<file path="src/rtl/alu_bist_if.sv">
// ALU stimulus/response bus between the BIST controller (master) and the ALU under test (slave).
interface alu_bist_if;
    logic [5:0]  alu_op;
    logic [31:0] a;
    logic [31:0] b;
    logic [4:0]  shamt;
    logic [31:0] out;
    logic        zero;
    logic        great;
    logic        overflow;

    modport master (
        output alu_op, a, b, shamt,
        input  out, zero, great, overflow
    );

    modport slave (
        input  alu_op, a, b, shamt,
        output out, zero, great, overflow
    );
endinterface

</file>
<file path="src/rtl/alu_bist.sv">
// Built-in self-test for a combinational ALU: sweeps opcodes with LFSR operands
// and compacts every result plus flags into a 32-bit MISR signature.
module alu_bist #(
    parameter int unsigned PATTERNS = 256,
    parameter logic [5:0]  OP_LAST  = 6'd20,
    parameter logic [31:0] SEED     = 32'hACE1_2468,
    parameter logic [31:0] GOLDEN   = 32'h0000_0000
) (
    input  logic              clk,
    input  logic              rst_n,
    input  logic              start,
    alu_bist_if.master        alu_bus,
    output logic              busy,
    output logic              done,
    output logic              pass,
    output logic [31:0]       signature
);

    localparam int unsigned DATA_W = 32;
    localparam int unsigned OP_W   = 6;
    localparam int unsigned SH_W   = 5;
    localparam int unsigned CNT_W  = 16;

    localparam logic [DATA_W-1:0] LFSR_POLY = 32'h0040_0007;
    localparam logic [DATA_W-1:0] MISR_POLY = 32'h04C1_1DB7;
    localparam logic [CNT_W-1:0]  CNT_LAST  = CNT_W'(PATTERNS - 1);

    typedef enum logic [2:0] {
        S_IDLE,
        S_LOAD,
        S_APPLY,
        S_CAPTURE,
        S_DONE
    } state_t;

    state_t              r_state;
    state_t              w_state_nxt;

    logic [DATA_W-1:0]   r_lfsr;
    logic [CNT_W-1:0]    r_cnt;
    logic [OP_W-1:0]     r_alu_op;
    logic [DATA_W-1:0]   r_a;
    logic [DATA_W-1:0]   r_b;
    logic [SH_W-1:0]     r_shamt;
    logic [DATA_W-1:0]   r_sig;
    logic                r_busy;
    logic                r_done;
    logic                r_pass;

    logic [DATA_W-1:0]   w_lfsr_nxt;
    logic [CNT_W-1:0]    w_cnt_nxt;
    logic [OP_W-1:0]     w_alu_op_nxt;
    logic [DATA_W-1:0]   w_a_nxt;
    logic [DATA_W-1:0]   w_b_nxt;
    logic [SH_W-1:0]     w_shamt_nxt;
    logic [DATA_W-1:0]   w_sig_nxt;
    logic                w_busy_nxt;
    logic                w_done_nxt;
    logic                w_pass_nxt;

    logic [DATA_W-1:0]   w_lfsr_step1;
    logic [DATA_W-1:0]   w_lfsr_step2;
    logic [DATA_W-1:0]   w_sig_upd;
    logic                w_last_vec;
    logic                w_last_op;

    function automatic logic [DATA_W-1:0] lfsr_step(input logic [DATA_W-1:0] x);
        return {x[DATA_W-2:0], 1'b0} ^ (x[DATA_W-1] ? LFSR_POLY : '0);
    endfunction

    // Two LFSR steps per vector: operand b is the first step, the register advances past it.
    assign w_lfsr_step1 = lfsr_step(r_lfsr);
    assign w_lfsr_step2 = lfsr_step(w_lfsr_step1);

    assign w_sig_upd = {r_sig[DATA_W-2:0], 1'b0}
                     ^ (r_sig[DATA_W-1] ? MISR_POLY : '0)
                     ^ alu_bus.out
                     ^ {29'd0, alu_bus.zero, alu_bus.great, alu_bus.overflow};

    assign w_last_vec = (r_cnt == CNT_LAST);
    assign w_last_op  = (r_alu_op == OP_LAST);

    // State register
    always_ff @(posedge clk or negedge rst_n) begin
        if (!rst_n) begin
            r_state <= S_IDLE;
        end else begin
            r_state <= w_state_nxt;
        end
    end

    // Next-state logic
    always_comb begin
        w_state_nxt = r_state;
        case (r_state)
            S_IDLE,
            S_DONE:    if (start) w_state_nxt = S_LOAD;
            S_LOAD:    w_state_nxt = S_APPLY;
            S_APPLY:   w_state_nxt = S_CAPTURE;
            S_CAPTURE: w_state_nxt = (w_last_vec && w_last_op) ? S_DONE : S_APPLY;
            default:   w_state_nxt = S_IDLE;
        endcase
    end

    // Output / datapath next values; everything holds unless the current state updates it
    always_comb begin
        w_lfsr_nxt   = r_lfsr;
        w_cnt_nxt    = r_cnt;
        w_alu_op_nxt = r_alu_op;
        w_a_nxt      = r_a;
        w_b_nxt      = r_b;
        w_shamt_nxt  = r_shamt;
        w_sig_nxt    = r_sig;
        w_busy_nxt   = r_busy;
        w_done_nxt   = r_done;
        w_pass_nxt   = r_pass;
        case (r_state)
            S_IDLE,
            S_DONE: begin
                if (start) begin
                    w_busy_nxt = 1'b1;
                    w_done_nxt = 1'b0;
                    w_pass_nxt = 1'b0;
                end
            end
            S_LOAD: begin
                w_lfsr_nxt   = SEED;
                w_sig_nxt    = '0;
                w_alu_op_nxt = '0;
                w_cnt_nxt    = '0;
                w_done_nxt   = 1'b0;
                w_pass_nxt   = 1'b0;
            end
            S_APPLY: begin
                w_a_nxt     = r_lfsr;
                w_b_nxt     = w_lfsr_step1;
                w_shamt_nxt = w_lfsr_step1[SH_W-1:0];
                w_lfsr_nxt  = w_lfsr_step2;
            end
            S_CAPTURE: begin
                w_sig_nxt = w_sig_upd;
                if (!w_last_vec) begin
                    w_cnt_nxt = r_cnt + CNT_W'(1);
                end else if (!w_last_op) begin
                    w_cnt_nxt    = '0;
                    w_alu_op_nxt = r_alu_op + OP_W'(1);
                end else begin
                    w_busy_nxt = 1'b0;
                    w_done_nxt = 1'b1;
                    w_pass_nxt = (w_sig_upd == GOLDEN);
                end
            end
            default: begin
                w_busy_nxt = 1'b0;
                w_done_nxt = 1'b0;
                w_pass_nxt = 1'b0;
            end
        endcase
    end

    // Datapath and output registers
    always_ff @(posedge clk or negedge rst_n) begin
        if (!rst_n) begin
            r_lfsr   <= SEED;
            r_cnt    <= '0;
            r_alu_op <= '0;
            r_a      <= '0;
            r_b      <= '0;
            r_shamt  <= '0;
            r_sig    <= '0;
            r_busy   <= 1'b0;
            r_done   <= 1'b0;
            r_pass   <= 1'b0;
        end else begin
            r_lfsr   <= w_lfsr_nxt;
            r_cnt    <= w_cnt_nxt;
            r_alu_op <= w_alu_op_nxt;
            r_a      <= w_a_nxt;
            r_b      <= w_b_nxt;
            r_shamt  <= w_shamt_nxt;
            r_sig    <= w_sig_nxt;
            r_busy   <= w_busy_nxt;
            r_done   <= w_done_nxt;
            r_pass   <= w_pass_nxt;
        end
    end

    assign alu_bus.alu_op = r_alu_op;
    assign alu_bus.a      = r_a;
    assign alu_bus.b      = r_b;
    assign alu_bus.shamt  = r_shamt;
    assign busy           = r_busy;
    assign done           = r_done;
    assign pass           = r_pass;
    assign signature      = r_sig;

endmodule

</file>
<file path="src/flat_wrapper.sv">
// flat-port wrapper written by rule: the top's interface ports become plain ports
module alu_bist_flat 
#(
    parameter int unsigned PATTERNS = 256,
    parameter logic [5:0]  OP_LAST  = 6'd20,
    parameter logic [31:0] SEED     = 32'hACE1_2468,
    parameter logic [31:0] GOLDEN   = 32'h0000_0000
)
  (clk, rst_n, start, busy, done, pass, signature, alu_bus_alu_op, alu_bus_a, alu_bus_b, alu_bus_shamt, alu_bus_out, alu_bus_zero, alu_bus_great, alu_bus_overflow);
  alu_bist_if alu_bus_i ();
  input  logic clk;
  input  logic rst_n;
  input  logic start;
  output logic busy;
  output logic done;
  output logic pass;
  output logic [31:0] signature;
  output wire logic [$bits(alu_bus_i.alu_op)-1:0] alu_bus_alu_op;
  output wire logic [$bits(alu_bus_i.a)-1:0] alu_bus_a;
  output wire logic [$bits(alu_bus_i.b)-1:0] alu_bus_b;
  output wire logic [$bits(alu_bus_i.shamt)-1:0] alu_bus_shamt;
  input wire logic [$bits(alu_bus_i.out)-1:0] alu_bus_out;
  input wire logic [$bits(alu_bus_i.zero)-1:0] alu_bus_zero;
  input wire logic [$bits(alu_bus_i.great)-1:0] alu_bus_great;
  input wire logic [$bits(alu_bus_i.overflow)-1:0] alu_bus_overflow;
  assign alu_bus_alu_op = alu_bus_i.alu_op;
  assign alu_bus_a = alu_bus_i.a;
  assign alu_bus_b = alu_bus_i.b;
  assign alu_bus_shamt = alu_bus_i.shamt;
  assign alu_bus_i.out = alu_bus_out;
  assign alu_bus_i.zero = alu_bus_zero;
  assign alu_bus_i.great = alu_bus_great;
  assign alu_bus_i.overflow = alu_bus_overflow;
  alu_bist #(.PATTERNS(PATTERNS), .OP_LAST(OP_LAST), .SEED(SEED), .GOLDEN(GOLDEN)) u_core (.clk(clk), .rst_n(rst_n), .start(start), .alu_bus(alu_bus_i), .busy(busy), .done(done), .pass(pass), .signature(signature));
endmodule
</file>
<file path="config.mk">
export PLATFORM = sky130hd
export DESIGN_NAME = alu_bist_flat
export DESIGN_NICKNAME = d
export VERILOG_FILES = /design/src/rtl/alu_bist_if.sv /design/src/rtl/alu_bist.sv /design/src/flat_wrapper.sv
export SDC_FILE = /design/constraint.sdc
export NUM_CORES = 1
export LEC_CHECK = 0
export ABC_AREA = 0
export BUFFER_PORTS_ARGS = -buffer_cell sky130_fd_sc_hd__buf_2
export CELL_PAD_IN_SITES_DETAIL_PLACEMENT = 0
export CELL_PAD_IN_SITES_GLOBAL_PLACEMENT = 2
export CORE_MARGIN = 2
export CORE_UTILIZATION = 32
export CTS_CLUSTER_DIAMETER = 40
export DETAILED_ROUTE_END_ITERATION = 6
export PLACE_DENSITY_LB_ADDON = 0.1
export SYNTH_ARGS = -nofsm -noshare
export SYNTH_HDL_FRONTEND = slang
export SYNTH_SLANG_ARGS = --single-unit
export TNS_END_PERCENT = 10
</file>
<file path="constraint.sdc">
create_clock -name clk -period 3.09 [get_ports clk]
set_clock_uncertainty 0.1 [all_clocks]
set_input_delay 0.309 -clock clk [delete_from_list [all_inputs] [get_ports clk]]
set_output_delay 0.309 -clock clk [all_outputs]
set_load 0.01 [all_outputs]
</file>
# After elaboration in Yosys (flattened, before gate mapping)
# Cells that the tools add are included.
# totals
out_inout_bits	110
input_bits	38
regBits	161
wordCells	67
# op_classes
addsub	2
eq_ne	11
bitwise_logic	7
n_reduce_logical	11
muxes	25
# ops
operator	count
$pmux W32 S2	2
$xor A32 B32 Y32	4
$mux W23	2
$logic_not A32 Y1	1
$mux W16	2
$pmux W16 S2	1
$xor A32 B3 Y32	1
$mux W27	1
$add A16 B1 Y16 const B	1
$eq A16 B8 Y1 const B	1
$mux W6	2
$pmux W3 S4	1
$pmux W6 S2	1
$pmux W1 S3	3
$mux W1	8
$reduce_and A4 Y1	2
$add A6 B1 Y6 const B	1
$eq A3 B2 Y1 const B	2
$eq A6 B5 Y1 const B	1
$mux W3	2
$ne A2 B1 Y1 const B	2
$ne A2 B2 Y1 const B	2
$reduce_bool A2 Y1	2
$reduce_or A2 Y1	2
other kinds (8)	9

# Depth between registers and ports, before layout
# Gate-level depths: netlist of the first run.
# logic_depth
ltp_word	8
ltp_mapped	9
depth_no_buf	7

# Worst setup path before layout of the first run
# No wires, ideal clock.
# synth_timing
path_kind	reg-to-reg
from	register u_core.r_cnt[9]
to	register u_core.r_pass, in the netlist u_core.pass
setup_ns	0.103
arrival_ns	1.939
slack_ns	0.947
required_ns	2.887
n_path_buf	1
path_stages_with_launch	7
period_less_slack_ns	2.143
path_cell_list	dfrtp_1 -> or4_4 -> nor4_2 -> and2_1 -> buf_6 -> nand2_2 -> o41ai_2
# synth_via
elab_chain_len	3
# synth_rtl
element	line_no	rtl
from (decl)	alu_bist.sv:40	logic [CNT_W-1:0] r_cnt;
from (signal assigned)	alu_bist.sv:176	r_cnt <= w_cnt_nxt;
$eq A16 B8 Y1	alu_bist.sv:80	assign w_last_vec = (r_cnt == CNT_LAST);
$ne A2 B1 Y1 (no source line)	n/a	
$reduce_and A4 Y1 (no source line)	n/a	
to (signal assigned)	alu_bist.sv:184	r_pass <= w_pass_nxt;
to (decl)	alu_bist.sv:48	logic r_pass;
# No other way between the ends.
# A chain may end at the register's enable or synchronous reset.

# Worst setup path after layout of the first run
# layout_timing
from	register u_core.r_cnt[9]
to	register u_core.r_cnt[5]
# layout_via
elab_chain_len	3
word_cells_on_any_way	5
# layout_rtl
element	line_no
$eq A16 B8 Y1 *	alu_bist.sv:80
$mux W16 or $ne A3 B3 Y1 (tied branches)	n/a
$pmux W16 S2 or $reduce_and A2 Y1 (tied branches)	n/a
# Every way passes the cells marked *; elsewhere a longest branch is shown, timed or not.

==> results.txt, run 1 <==
Outcome -> complete, no violations
Die W -> 141 microns
Post-Synth Adder-Cell Area -> 0.629%
Max transition margin -> 51.0%
Worst Hold Class -> primary input to flop
Syn_nets -> 670
Unique cell type count in the Yosys netlist -> 51
Post-Synth Simple-Gate Area -> 19.6%
Syn-to-layout area delta -> 21.9%
Die ar. -> 19,700 sq um
Final net count -> 784
Worst-path clk slew -> 60 ps
Crit path capture type -> flop
I/O Buffers -> 147
Post-CTS Setup Inserts -> 0
Max frequency -> 412 MHz
Via count -> 4,738
Core Area -> 18,100 sq um
Gr ovfl total -> 0
Starting Density -> 32.9%
Place WS -> 679 ps
Actual slew at the worst max-slew pin -> 735 ps
Post-synthesis xor/xnor area fraction -> 8.08%
Drt via density -> 4.80
Clk buf depth -> 2
Post-Synthesis Cells -> 629
Final period util -> 78.5%
Worst-Skew Late Latency -> 420 ps
CP startpoint kind -> flop
Post-synth top cells -> nand2_1 (189), dfrtp_1 (114), o21ai_0 (55)
Sequential area share after synthesis -> 53.6%
Max Cap Viol -> 0
RSZ-0062 raised after global routing -> no
Yosys top cell by area -> dfrtp_1
Final setup fails -> 0
R2R Path Start -> u_core.r_cnt[9]
# rows -> 49
Clock Sinks -> 127
Post-synth EDFFs -> 0
Post-Syn Area -> 5960 sq um
Number of global-route vias before repair -> 4,772
Worst Hold Launch -> start
DRC -> 0
Setup TNS -> 0 ps
Asr flop ratio synth -> 100%
Pwr dens -> 1030 nW/um^2
Most frequent cell after synthesis -> nand2_1
CTS tree -> yes
Initial DRT Pass Iterations -> 4
Synth area leaders -> dfrtp_1 (48%), nand2_1 (12%), xnor2_1 (6.5%)
Synthesized flop and latch total -> 127
WP data required -> 3300 ps
Number of buffers created by CTS -> 17
Critical path arrival -> 2630 ps
Pins Over Slew Limit -> 0
Post-route setup slack -> 664 ps
Root buf cell -> clkbuf_16
Routed Antenna Nets -> 0
Main combinational cell family by area after synthesis -> simple AND/OR/NAND/NOR gates
Mux share of post-synthesis cell area -> 0.336%
Final wirelength -> 15.2 mm
VDD IR max -> 0.000471 V
Layout cells sized above 1 -> 28.2%
Gp weighted congestion -> 0.798
Synth warn -> 0
Initial DRC Count -> 240
First-pass GRT wire length -> 25.0 mm
H-Tree Level Count -> 4
Leakage Power -> 3.56 nW
Initial antenna violation count -> 2
Die span in y -> 141 microns
Hold Vio Cnt, Final -> 0
GRT Total Usage -> 16.2%
Setup crit start -> u_core.r_cnt[9]
CP Max Fanout -> 15
Boundary Pins -> 148
HPWL after DPL -> 10.3 mm
Post-synth top area share -> 47.8%
Routed WL per cell -> 15.4 microns
Compound-Gate Fraction of Synth Area -> 10.7%
Pin count of the biggest net entering global routing -> 79
Type of the worst setup path -> flop to flop
Mean Syn Cell Area -> 9.48 sq um
Top FF cell, synth -> dfrtp_1
Final worst path period need -> 2430 ps
## per-stage QoR
| stage | total power, W | util, % | hold slack, ps | instance area (sq um) | cells |
|---|---|---|---|---|---|
| 2_1_floorplan | 0.00477 | - | -86.6 | 5960 | 629 |
| 3_3_place_gp | 0.00559 | 36.8 | 303 | 6680 | 952 |
| 3_5_place_dp | 0.00564 | 36.8 | 313 | 6680 | 952 |
| 4_1_cts | 0.00766 | 40.0 | 63.9 | 7270 | 985 |
| 5_1_grt | 0.00809 | 40.1 | 93.3 | 7270 | 986 |
| 6_report | 0.00752 | 40.1 | 88.4 | 7270 | 987 |
## cell families after synthesis
group,after synthesis
mux,2
flops,127
xor+xnor,55
compound gates,108
fa+ha+maj,3
simple gates,263
buf+inv,71
## path summary, 6_finish.rpt
check	endpoint	slack (ps)	cells past startpoint
min in group asynchronous	u_core.alu_bus.shamt[0]	400	2
worst max register to register	u_core.r_cnt[5]	660	5
worst min-delay path	u_core.r_state[0]	90	3
worst max-delay path	u_core.r_cnt[5]	660	5
worst min register to register	u_core.alu_bus.a[0]	370	2
max in group asynchronous	u_core.r_cnt[2]	1660	3
## cell usage in the layout, fill, tap and decap left out, types with 8 or more instances in the layout
master	n
nand3_1	10
buf_4	9
inv_1	8
nand2_1	189
a21oi_1	18
dfrtp_1	114
nor2_1	11
clkbuf_16	17
nand4_1	10
buf_2	146
o21ai_0	55
xnor2_1	44
dfstp_2	13
xor2_1	11
## sequential cells by signal, summed over array words and instances (netlist names)
name                   cells
u_core.r_lfsr             32
u_core.alu_bus.a           4
u_core.pass                1
u_core.busy                1
u_core.alu_bus.b          27
u_core.r_cnt              16
u_core.done                1
u_core.alu_bus.alu_op      6
u_core.r_state             3
u_core.signature          32
u_core.alu_bus.shamt       4
## per-layer routing
metal / up-vias / track usage (%) / routed length [microns]
met5: - / 0 / 0
met4: 0 / 6.95 / 354
met3: 22 / 4.44 / 675
met2: 122 / 25.5 / 7190
met1: 2287 / 21.0 / 6980
li1: 2307 / - / -
## layout make-up
| cell class | count | area [sq um] |
|---|---|---|
| Tap cell | 229 | 287 |
| Timing Repair Buffer | 157 | 820 |
| Fill cell | 1832 | 10900 |
| Inverter | 9 | 33.8 |
| Multi-Input combinational cell | 431 | 2360 |
| Sequential cell | 127 | 3190 |
| Clock buffer | 19 | 433 |
| Antenna cell | 2 | 5.00 |
| Clock inverter | 13 | 141 |
## power breakdown
part	internal [W]	leakage [nW]	switching, W	total [W]
clock	0.00119	0.273	0.000778	0.00197
sequential	0.00239	1.58	0.000615	0.00301
combinational	0.00110	1.70	0.00145	0.00254
total	0.00468	3.56	0.00284	0.00752
## what timing repair did
item,4_1_cts,5_1_grt
resized for setup,0,0
hold buffers,1,0
hold endpoints to repair,62,0
## critical path: stages (launching register included)
cell and delay [ps]:
dfrtp_1 420, or4_4 580, nor4_4 320, nand2b_1 460
o21ai_0 170, a22o_1 260
Power figures use the tool's default switching activity.
==> inputs of run 2 (changes only) <==
- clock period: 3.09 -> 2.4 ns (I/O delays scaled with it)
==> run 2 against run 1 <==
  * Global-route usage decreased by 0.58 points
  * Sequential power increased by 27%
  * Die area unchanged
  * Clock power increased by 22%
  * Power increased by 28%
  * Final area increased by 1.4%
  * Combinational power increased by 33%
  * Register-to-register slack got worse by 520 ps
  * Final cell count increased by 0.91%
  * Count of clock-buffer cells in the layout unchanged
  * Via count decreased by 1.1%
==> results.txt, run 2 (synthesized netlist as in run 1, its figures left out) <==
Clk buf depth -> 2 (unchanged)
Die W -> 141 microns (unchanged)
Initial DRT Pass Iterations -> 4 (unchanged)
# diodes -> 0 (-2)
GRT Total Usage -> 15.6% (-0.58 points)
Syn-to-layout area delta -> 23.6%
WP data required -> 2640 ps (-660 ps)
Routed Antenna Nets -> 0 (unchanged)
Outcome -> complete, no violations
Critical path arrival -> 2500 ps (-130 ps)
Post-CTS Setup Inserts -> 0 (unchanged)
Worst-Skew Late Latency -> 420 ps (about the same)
Final setup fails -> 0 (unchanged)
Worst-path clk slew -> 60 ps (about the same)
Hold WS -> 25.5 ps (-62.9 ps)
CP startpoint kind -> flop
Pin count of the biggest net entering global routing -> 61 (-23%)
Multi-input logic area -> 2370 sq um (+0.53%)
Actual slew at the worst max-slew pin -> 639 ps (-96.0 ps)
Number of buffers created by CTS -> 17 (unchanged)
Max transition margin -> 57.0% (+6.0 points)
Crit path capture type -> flop
Die ar. -> 19,700 sq um (unchanged)
Final net count -> 795 (+1.4%)
Drt via density -> 4.70 (-2.0%)
Routed WL per cell -> 15.0 microns (-2.4%)
I/O Buffers -> 147 (unchanged)
DRC -> 0 (unchanged)
Clock Sinks -> 127 (unchanged)
Pwr dens -> 1300 nW/um^2 (+26%)
Core Area -> 18,100 sq um (unchanged)
Number of global-route vias before repair -> 4,644 (-2.7%)
First-pass GRT wire length -> 24.4 mm (-2.4%)
Max Cap Viol -> 0 (unchanged)
Sequential cell area -> 3190 sq um (unchanged)
Hold Vio Cnt, Final -> 0 (unchanged)
Die span in y -> 141 microns (unchanged)
Final wirelength -> 15.0 mm (-1.6%)
Pins Over Slew Limit -> 0 (unchanged)
Layout cells sized above 1 -> 29.5% (+1.3 points)
CP Max Fanout -> 9 (-6)
Leakage Power -> 3.62 nW (+1.7%)
RSZ-0062 raised after global routing -> no
Most frequent cells in the layout -> nand2_1 (189), buf_2 (146), dfrtp_1 (114)
Type of the worst setup path -> flop to flop
CTS tree -> yes
Final worst path period need -> 2260 ps (-168 ps)
Worst Hold Class -> primary input to flop
Initial DRC Count -> 184 (-23%)
Max frequency -> 443 MHz (+7.4%)
Root buf cell -> clkbuf_16
Gp weighted congestion -> 0.825 (+3.4%)
Fillers -> 1,853 (+1.1%)
Via count -> 4,685 (-1.1%)
Boundary Pins -> 148 (unchanged)
HPWL after DPL -> 10.4 mm (+1.5%)
Gr ovfl total -> 0 (unchanged)
H-Tree Level Count -> 4 (unchanged)
# rows -> 49 (unchanged)
Final period util -> 94.1% (+16 points)
VDD IR max -> 0.000516 V (+9.6%)
Starting Density -> 32.9% (unchanged)
Setup TNS -> 0 ps (unchanged)
Leading cell type in the layout, fill and taps excluded -> nand2_1
Initial antenna violation count -> 1 (-1)
-- run 2: cell count changes in the layout (fill, tap and decap cells not counted), sizes merged --
cell | before | now
inv | 10 | 11
buf | 156 | 167
bufinv | 2 | 1
diode | 2 | 0
-- run 2: worst max-delay path: stages (launching register included) --
cell	delay (ps)
dfrtp_1	430
or4_4	600
nor4_4	300
nor2_2	130
or4_1	470
a21oi_1	150
-- run 2: final cells by class --
type                            instances  area share (%)
Clock buffer                           19            5.87
Tap cell                              229            3.89
Multi-Input combinational cell        431            32.1
Sequential cell                       127            43.3
Timing Repair Buffer                  168            12.7
Clock inverter                         13            1.58
Inverter                                9           0.458
-- run 2: where the power goes --
part           internal (W)  leakage [nW]  switching [W]
clock network       0.00142         0.263       0.000988
logic               0.00147          1.77        0.00190
registers           0.00308          1.58       0.000743
-- run 2: worst paths after layout --
kind                                    from                       end  slack [ps]  cells after the start
setup / recovery             u_core.r_cnt[8]  u_core.alu_bus.alu_op[3]         140                      5
hold / removal                         start         u_core.r_state[0]          30                      3
setup reg to reg             u_core.r_cnt[8]  u_core.alu_bus.alu_op[3]         140                      5
hold reg to reg            u_core.r_lfsr[18]         u_core.r_lfsr[18]         370                      2
max in group asynchronous              rst_n      u_core.alu_bus.b[14]        1250                      3
min in group asynchronous              rst_n       u_core.alu_bus.a[1]         260                      2
-- run 2: through the flow --
stage	setup WS (ps)	area [sq um]	total power (W)	cells	util (%)
finish	141	7370	0.00961	996	40.6
global route	6.94	7370	0.0104	996	40.6
CTS	90.5	7360	0.00978	996	40.6
detailed placement	136	6800	0.00731	963	37.5
global placement	191	6800	0.00727	963	37.5
floorplan	257	5960	0.00614	629	-
-- run 2: layer usage --
layer | part of all wire (%) | global-route usage, % | wire length, microns | vias up
li1 | - | - | - | 2316
met1 | 47 | 20.5 | 6960 | 2239
met2 | 48 | 25.1 | 7170 | 113
met3 | 3.8 | 3.45 | 569 | 17
met4 | 1.8 | 6.16 | 266 | 0
met5 | 0 | 0 | 0 | -
-- run 2: what timing repair did --
item                                   CTS  global route
setup endpoints to repair                0             5
gates resized for setup                  0             3
endpoints found under the hold margin   44             0
hold buffers                             1             0
